==> src/rtl/svo_vdma_pkg.sv <==
// Shared types and register map for the video DMA flip controller.
package svo_vdma_pkg;

    typedef enum logic [2:0] {
        FREE,
        WRITING,
        READY,
        PENDING,
        DISPLAYING
    } buf_state_t;

    typedef enum logic [1:0] {
        IDLE,
        WR,
        RESP,
        ARM
    } fsm_state_t;

    localparam logic [7:0] REG_START  = 8'h00;
    localparam logic [7:0] REG_ACTIVE = 8'h04;
    localparam logic [7:0] REG_RES    = 8'h08;
    localparam logic [7:0] REG_TERM   = 8'h0C;

    function automatic logic [31:0] buf_addr(input logic [31:0] base,
                                             input logic [31:0] stride,
                                             input logic [1:0]  idx);
        return base + ({30'd0, idx} * stride);
    endfunction

endpackage

==> src/rtl/svo_vdma_flipctl_if.sv <==
// AXI4-lite write channel toward the DMA configuration port.
interface svo_vdma_flipctl_if;
    logic        awvalid;
    logic        awready;
    logic [7:0]  awaddr;
    logic        wvalid;
    logic        wready;
    logic [31:0] wdata;
    logic        bvalid;
    logic        bready;

    modport master (output awvalid, awaddr, wvalid, wdata, bready,
                    input  awready, wready, bvalid);
    modport slave  (input  awvalid, awaddr, wvalid, wdata, bready,
                    output awready, wready, bvalid);
endinterface

==> src/rtl/svo_vdma_flipctl_axilw.sv <==
// Single-outstanding AXI4-lite write master; address and data are issued together.
module svo_vdma_flipctl_axilw (
    input  logic        oclk,
    input  logic        resetn,
    input  logic        start,
    input  logic [7:0]  addr,
    input  logic [31:0] data,
    output logic        done,
    svo_vdma_flipctl_if.master cfg
);

    always_ff @(posedge oclk) begin
        if (!resetn) begin
            cfg.awvalid <= 1'b0;
            cfg.wvalid  <= 1'b0;
            cfg.bready  <= 1'b0;
            cfg.awaddr  <= '0;
            cfg.wdata   <= '0;
        end else if (start && !cfg.awvalid && !cfg.bready) begin
            cfg.awvalid <= 1'b1;
            cfg.wvalid  <= 1'b1;
            cfg.awaddr  <= addr;
            cfg.wdata   <= data;
        end else if (cfg.awvalid && cfg.awready && cfg.wready) begin
            // The DMA accepts address and data in the same beat.
            cfg.awvalid <= 1'b0;
            cfg.wvalid  <= 1'b0;
            cfg.bready  <= 1'b1;
        end else if (cfg.bready && cfg.bvalid) begin
            cfg.bready  <= 1'b0;
        end
    end

    assign done = cfg.bready && cfg.bvalid;

endmodule

==> src/rtl/svo_vdma_flipctl.sv <==
// Framebuffer flip controller: hands buffers to a renderer and retires them on SOF beats.
module svo_vdma_flipctl
    import svo_vdma_pkg::*;
#(
    parameter int          NUM_BUFFERS = 3,
    parameter logic [31:0] BUF_BASE    = 32'h1000_0000,
    parameter logic [31:0] BUF_STRIDE  = 32'h0040_0000,
    parameter int          SOF_LAG     = 2
) (
    input  logic        oclk,
    input  logic        resetn,
    input  logic        enable,
    input  logic        acq_valid,
    output logic        acq_ready,
    output logic [1:0]  acq_index,
    output logic [31:0] acq_addr,
    input  logic        sub_valid,
    output logic        sub_ready,
    input  logic        mon_tvalid,
    input  logic        mon_tready,
    input  logic        mon_tuser,
    svo_vdma_flipctl_if.master cfg,
    output logic [1:0]  disp_index,
    output logic [15:0] flip_count,
    output logic [15:0] drop_count
);

    localparam logic [7:0] LAG       = 8'(SOF_LAG);
    localparam logic [3:0] QUIET_MAX = 4'hF;

    fsm_state_t  state, state_nx;
    buf_state_t  bstate [4];
    buf_state_t  bstate_nx [4];
    logic        enable_q, blank_req, wr_blank, wr_blank_nx;
    logic [7:0]  sof_cnt;
    logic [3:0]  quiet_cnt;
    logic        has_free, has_writing, has_ready, has_pending;
    logic [1:0]  free_idx, wr_idx, rdy_idx, pend_idx;
    logic        start, done, accepted, arm_exit, flip, blank_done, drop, take_ready;
    logic        acq_fire, sub_fire, rise, fall, beat;
    logic [31:0] wr_data;

    // Descending scan so the lowest-index FREE buffer wins.
    always_comb begin
        has_free = 1'b0; has_writing = 1'b0; has_ready = 1'b0; has_pending = 1'b0;
        free_idx = '0;   wr_idx = '0;        rdy_idx = '0;     pend_idx = '0;
        for (int i = NUM_BUFFERS - 1; i >= 0; i--) begin
            case (bstate[i])
                FREE:    begin has_free    = 1'b1; free_idx = 2'(i); end
                WRITING: begin has_writing = 1'b1; wr_idx   = 2'(i); end
                READY:   begin has_ready   = 1'b1; rdy_idx  = 2'(i); end
                PENDING: begin has_pending = 1'b1; pend_idx = 2'(i); end
                default: ;
            endcase
        end
    end

    assign rise      = enable && !enable_q;
    assign fall      = !enable && enable_q;
    assign acq_ready = enable && enable_q && !has_writing && has_free;
    assign acq_index = free_idx;
    assign acq_addr  = buf_addr(BUF_BASE, BUF_STRIDE, free_idx);
    assign sub_ready = has_writing;
    assign acq_fire  = acq_valid && acq_ready;
    assign sub_fire  = sub_valid && sub_ready;
    assign beat      = mon_tvalid && mon_tready && mon_tuser;
    assign accepted  = cfg.awvalid && cfg.awready && cfg.wready;
    // A blanked DMA may stop streaming, so a long quiet spell also ends the blank wait.
    assign arm_exit  = (sof_cnt == LAG) || (wr_blank && quiet_cnt == QUIET_MAX);

    always_comb begin
        state_nx    = state;
        bstate_nx   = bstate;
        wr_blank_nx = wr_blank;
        start       = 1'b0;
        wr_data     = '0;
        take_ready  = 1'b0;
        flip        = 1'b0;
        blank_done  = 1'b0;
        drop        = 1'b0;
        case (state)
            IDLE: begin
                if (blank_req) begin
                    start       = 1'b1;
                    wr_blank_nx = 1'b1;
                    state_nx    = WR;
                end else if (enable && has_ready && !has_pending) begin
                    start              = 1'b1;
                    wr_blank_nx        = 1'b0;
                    wr_data            = buf_addr(BUF_BASE, BUF_STRIDE, rdy_idx);
                    take_ready         = 1'b1;
                    bstate_nx[rdy_idx] = PENDING;
                    state_nx           = WR;
                end
            end
            WR:   if (accepted) state_nx = RESP;
            RESP: if (done) state_nx = ARM;
            ARM: begin
                if (arm_exit) begin
                    state_nx   = IDLE;
                    flip       = !wr_blank;
                    blank_done = wr_blank;
                end
            end
            default: state_nx = IDLE;
        endcase

        if (flip) begin
            for (int i = 0; i < NUM_BUFFERS; i++)
                if (bstate[i] == DISPLAYING) bstate_nx[i] = FREE;
            bstate_nx[pend_idx] = DISPLAYING;
        end
        if (blank_done) begin
            for (int i = 0; i < NUM_BUFFERS; i++)
                if (bstate[i] != WRITING && !(bstate[i] == READY && enable))
                    bstate_nx[i] = FREE;
        end
        if (acq_fire) bstate_nx[free_idx] = WRITING;
        if (sub_fire) begin
            if (enable) begin
                if (has_ready && !take_ready) begin
                    bstate_nx[rdy_idx] = FREE;
                    drop               = 1'b1;
                end
                bstate_nx[wr_idx] = READY;
            end else begin
                bstate_nx[wr_idx] = FREE;
            end
        end
        if (rise && !has_ready && has_free && !sub_fire) bstate_nx[free_idx] = READY;
    end

    always_ff @(posedge oclk) begin
        if (!resetn) begin
            state      <= IDLE;
            for (int i = 0; i < 4; i++) bstate[i] <= FREE;
            enable_q   <= 1'b0;
            blank_req  <= 1'b0;
            wr_blank   <= 1'b0;
            sof_cnt    <= '0;
            quiet_cnt  <= '0;
            disp_index <= '0;
            flip_count <= '0;
            drop_count <= '0;
        end else begin
            state    <= state_nx;
            bstate   <= bstate_nx;
            enable_q <= enable;
            wr_blank <= wr_blank_nx;
            if (fall)                            blank_req <= 1'b1;
            else if (rise || (start && blank_req)) blank_req <= 1'b0;
            // SOF beats coincident with the write response are not counted.
            if (state == RESP) begin
                sof_cnt   <= '0;
                quiet_cnt <= '0;
            end else if (state == ARM) begin
                if (beat && sof_cnt != LAG) sof_cnt <= sof_cnt + 8'd1;
                if (mon_tvalid)              quiet_cnt <= '0;
                else if (quiet_cnt != QUIET_MAX) quiet_cnt <= quiet_cnt + 4'd1;
            end
            if (flip) begin
                disp_index <= pend_idx;
                flip_count <= flip_count + 16'd1;
            end
            if (drop) drop_count <= drop_count + 16'd1;
        end
    end

    svo_vdma_flipctl_axilw u_axilw (
        .oclk   (oclk),
        .resetn (resetn),
        .start  (start),
        .addr   (REG_START),
        .data   (wr_data),
        .done   (done),
        .cfg    (cfg)
    );

endmodule

==> src/flat_wrapper.sv <==
// flat-port wrapper written by rule: the top's interface ports become plain ports
module svo_vdma_flipctl_flat import svo_vdma_pkg::*;
#(
    parameter int          NUM_BUFFERS = 3,
    parameter logic [31:0] BUF_BASE    = 32'h1000_0000,
    parameter logic [31:0] BUF_STRIDE  = 32'h0040_0000,
    parameter int          SOF_LAG     = 2
)
  (oclk, resetn, enable, acq_valid, acq_ready, acq_index, acq_addr, sub_valid, sub_ready, mon_tvalid, mon_tready, mon_tuser, disp_index, flip_count, drop_count, cfg_awvalid, cfg_awaddr, cfg_wvalid, cfg_wdata, cfg_bready, cfg_awready, cfg_wready, cfg_bvalid);
  svo_vdma_flipctl_if cfg_i ();
  input  logic oclk;
  input  logic resetn;
  input  logic enable;
  input  logic acq_valid;
  output logic acq_ready;
  output logic [1:0] acq_index;
  output logic [31:0] acq_addr;
  input  logic sub_valid;
  output logic sub_ready;
  input  logic mon_tvalid;
  input  logic mon_tready;
  input  logic mon_tuser;
  output logic [1:0] disp_index;
  output logic [15:0] flip_count;
  output logic [15:0] drop_count;
  output wire logic [$bits(cfg_i.awvalid)-1:0] cfg_awvalid;
  output wire logic [$bits(cfg_i.awaddr)-1:0] cfg_awaddr;
  output wire logic [$bits(cfg_i.wvalid)-1:0] cfg_wvalid;
  output wire logic [$bits(cfg_i.wdata)-1:0] cfg_wdata;
  output wire logic [$bits(cfg_i.bready)-1:0] cfg_bready;
  input wire logic [$bits(cfg_i.awready)-1:0] cfg_awready;
  input wire logic [$bits(cfg_i.wready)-1:0] cfg_wready;
  input wire logic [$bits(cfg_i.bvalid)-1:0] cfg_bvalid;
  assign cfg_awvalid = cfg_i.awvalid;
  assign cfg_awaddr = cfg_i.awaddr;
  assign cfg_wvalid = cfg_i.wvalid;
  assign cfg_wdata = cfg_i.wdata;
  assign cfg_bready = cfg_i.bready;
  assign cfg_i.awready = cfg_awready;
  assign cfg_i.wready = cfg_wready;
  assign cfg_i.bvalid = cfg_bvalid;
  svo_vdma_flipctl #(.NUM_BUFFERS(NUM_BUFFERS), .BUF_BASE(BUF_BASE), .BUF_STRIDE(BUF_STRIDE), .SOF_LAG(SOF_LAG)) u_core (.oclk(oclk), .resetn(resetn), .enable(enable), .acq_valid(acq_valid), .acq_ready(acq_ready), .acq_index(acq_index), .acq_addr(acq_addr), .sub_valid(sub_valid), .sub_ready(sub_ready), .mon_tvalid(mon_tvalid), .mon_tready(mon_tready), .mon_tuser(mon_tuser), .cfg(cfg_i), .disp_index(disp_index), .flip_count(flip_count), .drop_count(drop_count));
endmodule
==> config.mk <==
export PLATFORM = sky130hd
export DESIGN_NAME = svo_vdma_flipctl_flat
export DESIGN_NICKNAME = d
export VERILOG_FILES = /design/src/rtl/svo_vdma_pkg.sv /design/src/rtl/svo_vdma_flipctl_if.sv /design/src/rtl/svo_vdma_flipctl_axilw.sv /design/src/rtl/svo_vdma_flipctl.sv /design/src/flat_wrapper.sv
export SDC_FILE = /design/constraint.sdc
export NUM_CORES = 1
export LEC_CHECK = 0
export CAP_MARGIN = 20
export CORE_UTILIZATION = 38
export DETAILED_ROUTE_END_ITERATION = 10
export HOLD_SLACK_MARGIN = 0.08
export PLACE_DENSITY = 0.67
export SYNTH_ARGS = -nofsm -noshare
export SYNTH_HDL_FRONTEND = slang
export SYNTH_SLANG_ARGS = --single-unit
==> constraint.sdc <==
create_clock -name oclk -period 5.6 [get_ports oclk]
set_clock_uncertainty 0.15 [all_clocks]
set_input_delay 0.56 -clock oclk [delete_from_list [all_inputs] [get_ports oclk]]
set_output_delay 0.56 -clock oclk [all_outputs]
set_load 0.02 [all_outputs]
; ---- Word level (Yosys, flattened, before mapping)
; Index checks and enable logic that the tools add are counted.
[totals]
reg_bits = 97
in_bits = 11
out_inout_bits = 113
elab_cells = 228
[op_classes]
n_addsub = 6
magnitude_cmp = 8
n_eq_ne = 26
mux = 84
n_bitwise = 25
n_reduce_logical = 63
[ops]
columns = operator, n
row1 = 2-to-1 mux 12 bit, 11
row2 = 2-to-1 mux 32 bit, 3
row3 = adder 29 x 24 -> 30 bit (first input constant), 2
row4 = 2-to-1 mux 3 bit, 13
row5 = 2-to-1 mux 2 bit, 17
row6 = logical AND 1 bit, 33
row7 = adder 16 x 1 -> 16 bit (second input constant), 2
row8 = AND 8 bit, 4
row9 = 2-to-1 mux 1 bit, 32
row10 = inverter 8 bit, 4
row11 = AND 12 bit, 2
row12 = demux 3 bit (select 2 bit), 4
row13 = inverter 12 bit, 2
row14 = == test 3 x 2 -> 1 bit (second input constant), 6
row15 = bitwise OR 4 bit, 4
row16 = logical NOT 1 bit, 13
row17 = greater-or-equal comparator 3 bit (second input constant), 4
row18 = less-than comparator 3 x 1 -> 1 bit (second input constant), 4
row19 = != test 3 x 1 -> 1 bit (second input constant), 4
row20 = inverter 2 -> 3 bit, 4
row21 = nonzero test 2 bit, 5
row22 = == test 3 x 1 -> 1 bit (second input constant), 3
row23 = == test 3 bit (second input constant), 3
row24 = logical NOT 3 bit, 3
row25 = other kinds (21), 30

; ---- Longest topological paths before layout
; Gate-level depths: netlist of the first run.
[logic_depth]
ltp_word = 31
depth_mapped = 8
depth_no_buf = 7

; ---- By module
; From an unflattened synthesis of the first run, not the netlist that was laid out.
[hier_totals]
hier_cells = 623
area_unflattened_um2 = 5352.6
[by_module_without_submodules]
columns = mod, instances, cells_per_inst, area_each_um2, seq_area_each_um2
row1 = svo_vdma_flipctl, 1, 440, 3633.5, 1201.2
row2 = svo_vdma_flipctl_axilw, 1, 183, 1719.1, 840.8

; ---- Worst setup path after synthesis of the first run
; OpenSTA, ideal clock, no wires.
[synth_path]
path_kind = register -> output
from = register u_core.bstate[9] (netlist bit)
to = output port acq_index[1]
t_arrival_ns = 2.031
t_required_ns = 4.890
slack_ns = 2.859
stages_incl_launch_ff = 5
n_path_buf = 2
cell_sequence = dfxtp_1 clkbuf_1 nor3_1 nor4b_1 buf_4
[synth_between]
elab_chain_cells = 2
[synth_rtl]
columns = element, line
row1 = from (decl), svo_vdma_flipctl.sv:32  ; buf_state_t bstate [4];
row2 = from (signal assigned), svo_vdma_flipctl.sv:147  ; bstate <= bstate_nx;
row3 = logical NOT 3 bit, svo_vdma_flipctl.sv:48  ; case (bstate[i])
row4 = 2-to-1 mux 2 bit, svo_vdma_flipctl.sv:48
row5 = to (decl), flat_wrapper.sv:16  ; output logic [1:0] acq_index;
; No other way between the ends.

; ---- Worst setup path in the final report of the first run
[layout_path]
from = register u_core.bstate[9] (netlist bit)
to = output port acq_addr[23]
[layout_between]
elab_chain_cells = 3
[layout_rtl]
columns = element, line
row1 = logical NOT 3 bit, svo_vdma_flipctl.sv:48
row2 = 2-to-1 mux 2 bit, svo_vdma_flipctl.sv:48
row3 = adder 29 x 24 -> 30 bit, svo_vdma_pkg.sv:27  ; return base + ({30'd0, idx} * stride);
row4 = to (decl), flat_wrapper.sv:17  ; output logic [31:0] acq_addr;
; No other way between the ends.

==> metrics.csv, run 1 <==
stage;metric;value;unit
floorplan;Initial Util;39.4;%
logic_synthesis;Netlist Area Pre-Place;4090;um^2
route;drt initial violations;330;
critical_path;Worst setup SP type;register;
floorplan;Site Rows;37;
floorplan;die width;106;um
final_layout;ANT cells;0;
timing;worst hold slack;0.339;ns
pwr;VDD IR max;0.000132;V
clock_network;CTS max path bufs;2;
global_routing;GRT Util Overall;16.8;%
logic_synthesis;Synth Instances;501;
clock_network;clock root cell;clkbuf_8;
logic_synthesis;asr flop ratio synth;0;%
timing;max-slew violation count;0;
timing;Slew headroom;48.4;%
global_routing;largest net degree at the start of global routing;23;
hold_path;min-delay src;u_core.u_axilw.cfg.wdata[23];
critical_path;Setup crit end kind;output port;
timing;fmax;318;MHz
floorplan;core area;10400;um^2
final_layout;Fill cells;1015;
timing;RSZ-0062 raised after global routing;false;
logic_synthesis;Area contributors post-synth;dfxtp_1 (32%), buf_4 (13%), a21oi_1 (4.2%);
global_routing;vias in the first global route;3261;
critical_path;crit-path max FO;13;
final_layout;layout cells sized above 1;6.01;%
logic_synthesis;post-synth top area share;31.8;%
timing;period utilization;56.2;%
logic_synthesis;Mean Syn Cell Area;8.16;um^2
timing;Worst Tran Pin Value;0.771;ns
critical_path;CP required;4.89;ns
clock_network;H-tree depth;3;
route;Initial DRT Pass Iterations;5;
final_layout;Nets;565;
clock_network;Skew-Pair Late Insertion Delay;0.34;ns
logic_synthesis;sequential-to-total area share from yosys stat;31.8;%
route;DRC;0;
global_routing;initial antenna violation count;0;
critical_path;CP arrival;2.44;ns
clock_network;Sink Count;65;
logic_synthesis;Post-synth EDFFs;0;
placement;dpl hpwl;6530;um
logic_synthesis;FF+latch count, synth;65;
timing;fin crit period;3.15;ns
route;via count;3538;
floorplan;# IOs;124;
run_status;status;finished clean;
pwr;Pwr per Cell Area;278;nW/um^2
clock_network;Setup Buffers After CTS;0;
timing;final hold viol count;0;
hold_path;hold path cells;2;
hold_path;hold crit path type;register to register;
placement;Port Buffers;56;
critical_path;CP Class;register to output port;
clock_network;PostCTS Resize Cnt;0;
floorplan;die height;106;um
final_layout;Area Growth Syn to Fin;13.8;%
global_routing;GRT overflow;0;
route;Via-to-Cell Ratio;5.16;
critical_path;Worst setup startpoint;u_core.bstate[9];
route;DRT Wirelength;9150;um
clock_network;CTS Buf Count;9;
route;Routed Antenna Nets;0;
final_layout;Final Instance Area;4650;um^2
final_layout;fin util;44.9;%
logic_synthesis;Synth Warn #;0;
critical_path;R2R depth;6;
pwr;total leakage power;1.74;nW
global_routing;first-pass GRT wire length;15400;um
clock_network;number of hold buffers added after cts;0;
route;WL/cell;13.4;um
placement;Placer Congestion;0.891;
placement;placed cell area;4440;um^2
floorplan;Die ar.;11200;um^2
logic_synthesis;cell taking the most area after synthesis;dfxtp_1;
timing;final setup TNS;0;ns
timing;# setup viols final;0;
clock_network;clk slew on worst S/H paths;0.08;ns
clock_network;CTS tree;done;
critical_path;r2r startpoint;u_core.state[0];
flow_run;total of max-cap violations;0;
logic_synthesis;Top FF cell, synth;dfxtp_1;
logic_synthesis;Synth cell types;63;
==> worst max-delay path, cell delays in order, from the launching register on <==
cell and delay [ns]:
dfxtp_1 0.57, nor3_1 0.17, nor4b_1 0.63, clkdlybuf4s50_1 0.73
==> stage by stage <==
step / std cells / worst slack (ns) / power [mW]
6_report: 685 / 2.45 / 1.29
5_1_grt: 685 / 2.22 / 1.36
4_1_cts: 685 / 2.42 / 1.29
3_3_place_gp: 669 / 2.30 / 0.865
3_5_place_dp: 669 / 2.23 / 0.872
2_1_floorplan: 566 / 2.86 / 0.825
==> worst paths after layout <==
| path | slack, ns | to |
|---|---|---|
| worst min-delay path | 0.34 | u_core.u_axilw.cfg.wdata[23] |
| worst max register to register | 2.75 | u_core.flip_count[15] |
| worst min register to register | 0.34 | u_core.u_axilw.cfg.wdata[23] |
| worst max-delay path | 2.45 | acq_addr[23] |
==> kinds of logic after synthesis <==
kind of cell,count (synthesis),share of synthesized area (%)
simple gates,203,28.1
fa+ha+maj,10,3.06
compound gates,89,13.7
other cells,2,0.184
mux,8,1.96
buf+inv,102,16.5
xor+xnor,22,4.72
flops,65,31.8
==> state kept, by name, indices dropped and copies added, names as in the netlist, 2 cells and up <==
name                      cells
u_core.drop_count            16
u_core.disp_index             2
u_core.quiet_cnt              4
u_core.flip_count            16
u_core.state                  2
u_core.bstate                 9
u_core.u_axilw.cfg.wdata      3
u_core.sof_cnt                8
==> cell usage in the layout (no fill, tap or decap), drive strengths merged, types with 5 or more instances in the layout <==
cell	n
conb	67
dfxtp	65
clkdlybuf4s50	56
nor2	44
nand2	37
a21oi	34
o21ai	21
nand4	19
nand3	19
inv	14
or3	13
nor3	12
xnor2	12
clkbuf	11
xor2	10
ha	10
nor3b	10
nand2b	9
and3	8
mux2i	8
a211oi	5
nand3b	5
==> power by group <==
group | switching (mW) | leakage (nW) | internal, mW
registers | 0.0344 | 0.525 | 0.481
logic | 0.223 | 1.10 | 0.130
clock network | 0.191 | 0.106 | 0.232
total | 0.449 | 1.74 | 0.843
==> routing by layer <==
metal	vias to the layer above	share of wire [%]	track usage [%]
li1	1720	-	-
met1	1642	48	22.7
met2	154	45	26.2
met3	22	5.5	2.91
met4	0	2.3	7.14
met5	-	0	0
==> cells in the mapped netlist (3+ instances only) <==
cell type,count
a211oi_1,5
a21oi_1,34
a31oi_1,3
a41oi_1,3
and2_1,3
and3_1,8
and3b_1,4
buf_2,4
buf_4,72
clkbuf_1,11
dfxtp_1,65
ha_1,10
inv_1,12
mux2i_1,8
nand2_1,37
nand2b_1,9
nand3_1,19
nand3b_1,4
nand4_1,19
nor2_1,44
nor3_1,12
nor3b_1,5
nor3b_2,3
nor4_1,4
nor4b_1,3
o21ai_0,21
or2_2,3
or3_1,13
xnor2_1,12
xor2_1,10
==> area by class of cell <==
class                      count  area [um^2]  share of cell area (%)
inverter                      12         45.0                   0.968
clock inverter                 5         60.1                    1.29
sequential                    65         1300                    28.0
multi-input combinational    399         2360                    50.6
clock buffer                  11          151                    3.25
timing repair buffer          57          568                    12.2
tap                          136          170                    3.66
Note: power is estimated with default switching activity, not from simulation.
==> inputs of run 2 (changes only) <==
Settings changed: PLACE_DENSITY 0.67 to 0.7.
Clock period 5.6 ns to 2.8 ns, I/O delays scaled along.
==> metrics.csv, run 2 (synthesis results as in run 1) <==
stage;metric;value;unit;change
critical_path;R2R depth;7;;+1
critical_path;CP delay by family, top;buffers and inverters;;
final_layout;commonest non-fill, non-tap cells in the layout;conb_1 (67), dfxtp_1 (65), clkdlybuf4s50_1 (56), nor2_1 (44), nand2_1 (37);;
global_routing;initial antenna violation count;0;;unchanged
final_layout;Area Growth Syn to Fin;15.4;%;
placement;Placer Congestion;0.878;;-1.4%
critical_path;Setup crit end kind;output port;;
critical_path;FF-to-FF End;u_core.drop_count[9];;
final_layout;area of the multi-input gates;2360;um^2;+0.27%
timing;fin crit period;2.58;ns;
pwr;switching part of the total;34.2;%;-0.55 points
route;Routed Antenna Nets;0;;unchanged
timing;max-slew violation count;0;;unchanged
global_routing;largest net degree at the start of global routing;41;;+78%
hold_path;hold path cells;2;;unchanged
clock_network;Sink Count;65;;unchanged
hold_path;min-delay src;u_core.disp_index[1];;
timing;Worst Tran Pin Value;0.626;ns;-0.146 ns
run_status;status;finished clean;;
hold_path;hold crit path type;register to register;;
final_layout;Sequential cell area;1300;um^2;unchanged
clock_network;Skew-Pair Late Insertion Delay;0.34;ns;about the same
floorplan;Die ar.;11200;um^2;unchanged
floorplan;die height;106;um;unchanged
clock_network;CTS max path bufs;2;;unchanged
global_routing;vias in the first global route;3146;;-3.5%
pwr;switching pwr;860;uW;+92%
timing;Slew headroom;58.0;%;+9.5 points
timing;fmax;388;MHz;
floorplan;Site Rows;37;;unchanged
final_layout;biggest registers after layout;u_core.drop_count x16, u_core.flip_count x16, u_core.bstate x9;;
route;DRT Wirelength;9080;um;-0.80%
hold_path;hold endpoint;u_core.disp_index[1];;
timing;final setup TNS;0;ns;unchanged
clock_network;CTS tree;done;;
clock_network;clock root cell;clkbuf_8;;
global_routing;GRT Util Overall;16.3;%;-0.46 points
global_routing;first-pass GRT wire length;14800;um;-3.7%
pwr;Internal;1.66;mW;+96%
critical_path;CP Class;register to output port;;
floorplan;core area;10400;um^2;unchanged
flow_run;total of max-cap violations;0;;unchanged
pwr;sequential power share;40.6;%;+0.7 points
route;DRC;0;;unchanged
pwr;Pwr per Cell Area;534;nW/um^2;+92%
final_layout;Fill cells;1023;;+0.79%
timing;# setup viols final;0;;unchanged
pwr;total leakage power;1.78;nW;+2.5%
placement;dpl hpwl;6690;um;+2.5%
final_layout;final std cells w/o fill;692;;+1.0%
route;via count;3540;;+0.057%
critical_path;worst stage delay on the critical path;0.61;ns;-0.12 ns
pwr;VDD IR max;0.000237;V;+80%
placement;dpl cells;679;;+1.5%
floorplan;# IOs;124;;unchanged
route;drt initial violations;181;;-45%
route;Initial DRT Pass Iterations;4;;-1
route;WL/cell;13.1;um;-1.8%
pwr;combinational power share;29.0;%;+1.7 points
pwr;Clk pwr share;30.4;%;-2.4 points
clock_network;clk slew on worst S/H paths;0.07;ns;about the same
critical_path;slowest cell on the critical path;clkdlybuf4s50_1;;
critical_path;crit path buf inv count;1;;unchanged
floorplan;Initial Util;39.4;%;unchanged
critical_path;worst-path cell chain;nor3_1 -> o311ai_0 -> nor2_1 -> clkdlybuf4s50_1;;
placement;Port Buffers;56;;unchanged
clock_network;H-tree depth;3;;unchanged
clock_network;CTS Buf Count;9;;unchanged
critical_path;r2r startpoint;u_core.state[0];;
route;Via-to-Cell Ratio;5.12;;-0.96%
critical_path;register-to-register setup slack;0.34;ns;-2.41 ns
final_layout;layout cells sized above 1;7.37;%;+1.4 points
critical_path;crit-path max FO;10;;-3
final_layout;most common cell after layout, fill and taps aside;conb_1;;
critical_path;CP required;2.37;ns;-2.52 ns
final_layout;ANT cells;0;;unchanged
critical_path;CP arrival;2.15;ns;-0.29 ns
global_routing;GRT overflow;0;;unchanged
final_layout;Nets;575;;+1.8%
critical_path;Worst setup SP type;register;;
timing;final hold viol count;0;;unchanged
timing;RSZ-0062 raised after global routing;false;;
floorplan;die width;106;um;unchanged
timing;period utilization;92.1;%;
-- run 2: area by class of cell --
class                   instances  share of cell area (%)
multi-input cells             399                    50.1
flip-flops and latches         65                    27.6
repair buffers                 67                    13.9
well taps                     136                    3.61
clock buffers                  10                    2.92
inverters                      12                   0.955
clock inverters                 3                   0.929
-- run 2: metal layers --
metal | up-vias | share of wire [%] | GRT usage [%]
li1 | 1742 | - | -
met3 | 9 | 5.4 | 4.02
met2 | 120 | 47 | 26.6
met5 | - | 0 | 0
met4 | 0 | 1.0 | 5.65
met1 | 1669 | 46 | 21.0
-- run 2: timing repair --
item                                    4_1_cts  5_1_grt
endpoints found under the setup margin        0        2
buffers inserted                              0        0
resized for setup                             0        1
hold buffers                                  0        0
-- run 2: worst reg2reg max path: cells and delay by family, from the launching register on --
family	cells	cell delay, ns
adder cells (fa/ha/maj)	1	0.25
AND/OR/NAND/NOR	4	1.36
AO/OA/AOI/OAI	1	0.14
flip-flops	1	0.38
buffers and inverters	1	0.10
-- run 2: power groups by stage --
stage / registers [mW] / logic (mW) / clock network [mW]
3_5_place_dp: 1.04 / 0.718 / 0
3_3_place_gp: 1.04 / 0.710 / 0
2_1_floorplan: 1.02 / 0.631 / 0
5_1_grt: 1.03 / 0.790 / 0.825
6_report: 1.02 / 0.730 / 0.765
4_1_cts: 1.02 / 0.722 / 0.787
-- run 2: worst max path at each step --
stage,from,end,slack [ns],depth (start not counted)
CTS,u_core.bstate[7],acq_index[1],0.03,3
finish,u_core.bstate[10],acq_ready,0.22,4
detailed placement,enable,u_core.drop_count[9],0.35,5
global route,u_core.bstate[10],acq_ready,0.07,4
floorplan,u_core.bstate[9],u_core.bstate[5],0.30,6
global placement,enable,u_core.drop_count[15],0.39,5
-- run 2: through the flow --
| stage | utilization [%] | setup slack [ns] | hold slack, ns | power (mW) | area [um^2] |
|---|---|---|---|---|---|
| 6_report | 45.5 | 0.221 | 0.311 | 2.52 | 4720 |
| 5_1_grt | 45.5 | 0.0697 | 0.359 | 2.64 | 4720 |
| 4_1_cts | 45.4 | 0.0255 | 0.310 | 2.53 | 4710 |
| 3_5_place_dp | 43.7 | 0.348 | 0.296 | 1.76 | 4530 |
| 3_3_place_gp | 43.7 | 0.389 | 0.292 | 1.75 | 4530 |
| 2_1_floorplan | - | 0.299 | 0.299 | 1.65 | 4330 |
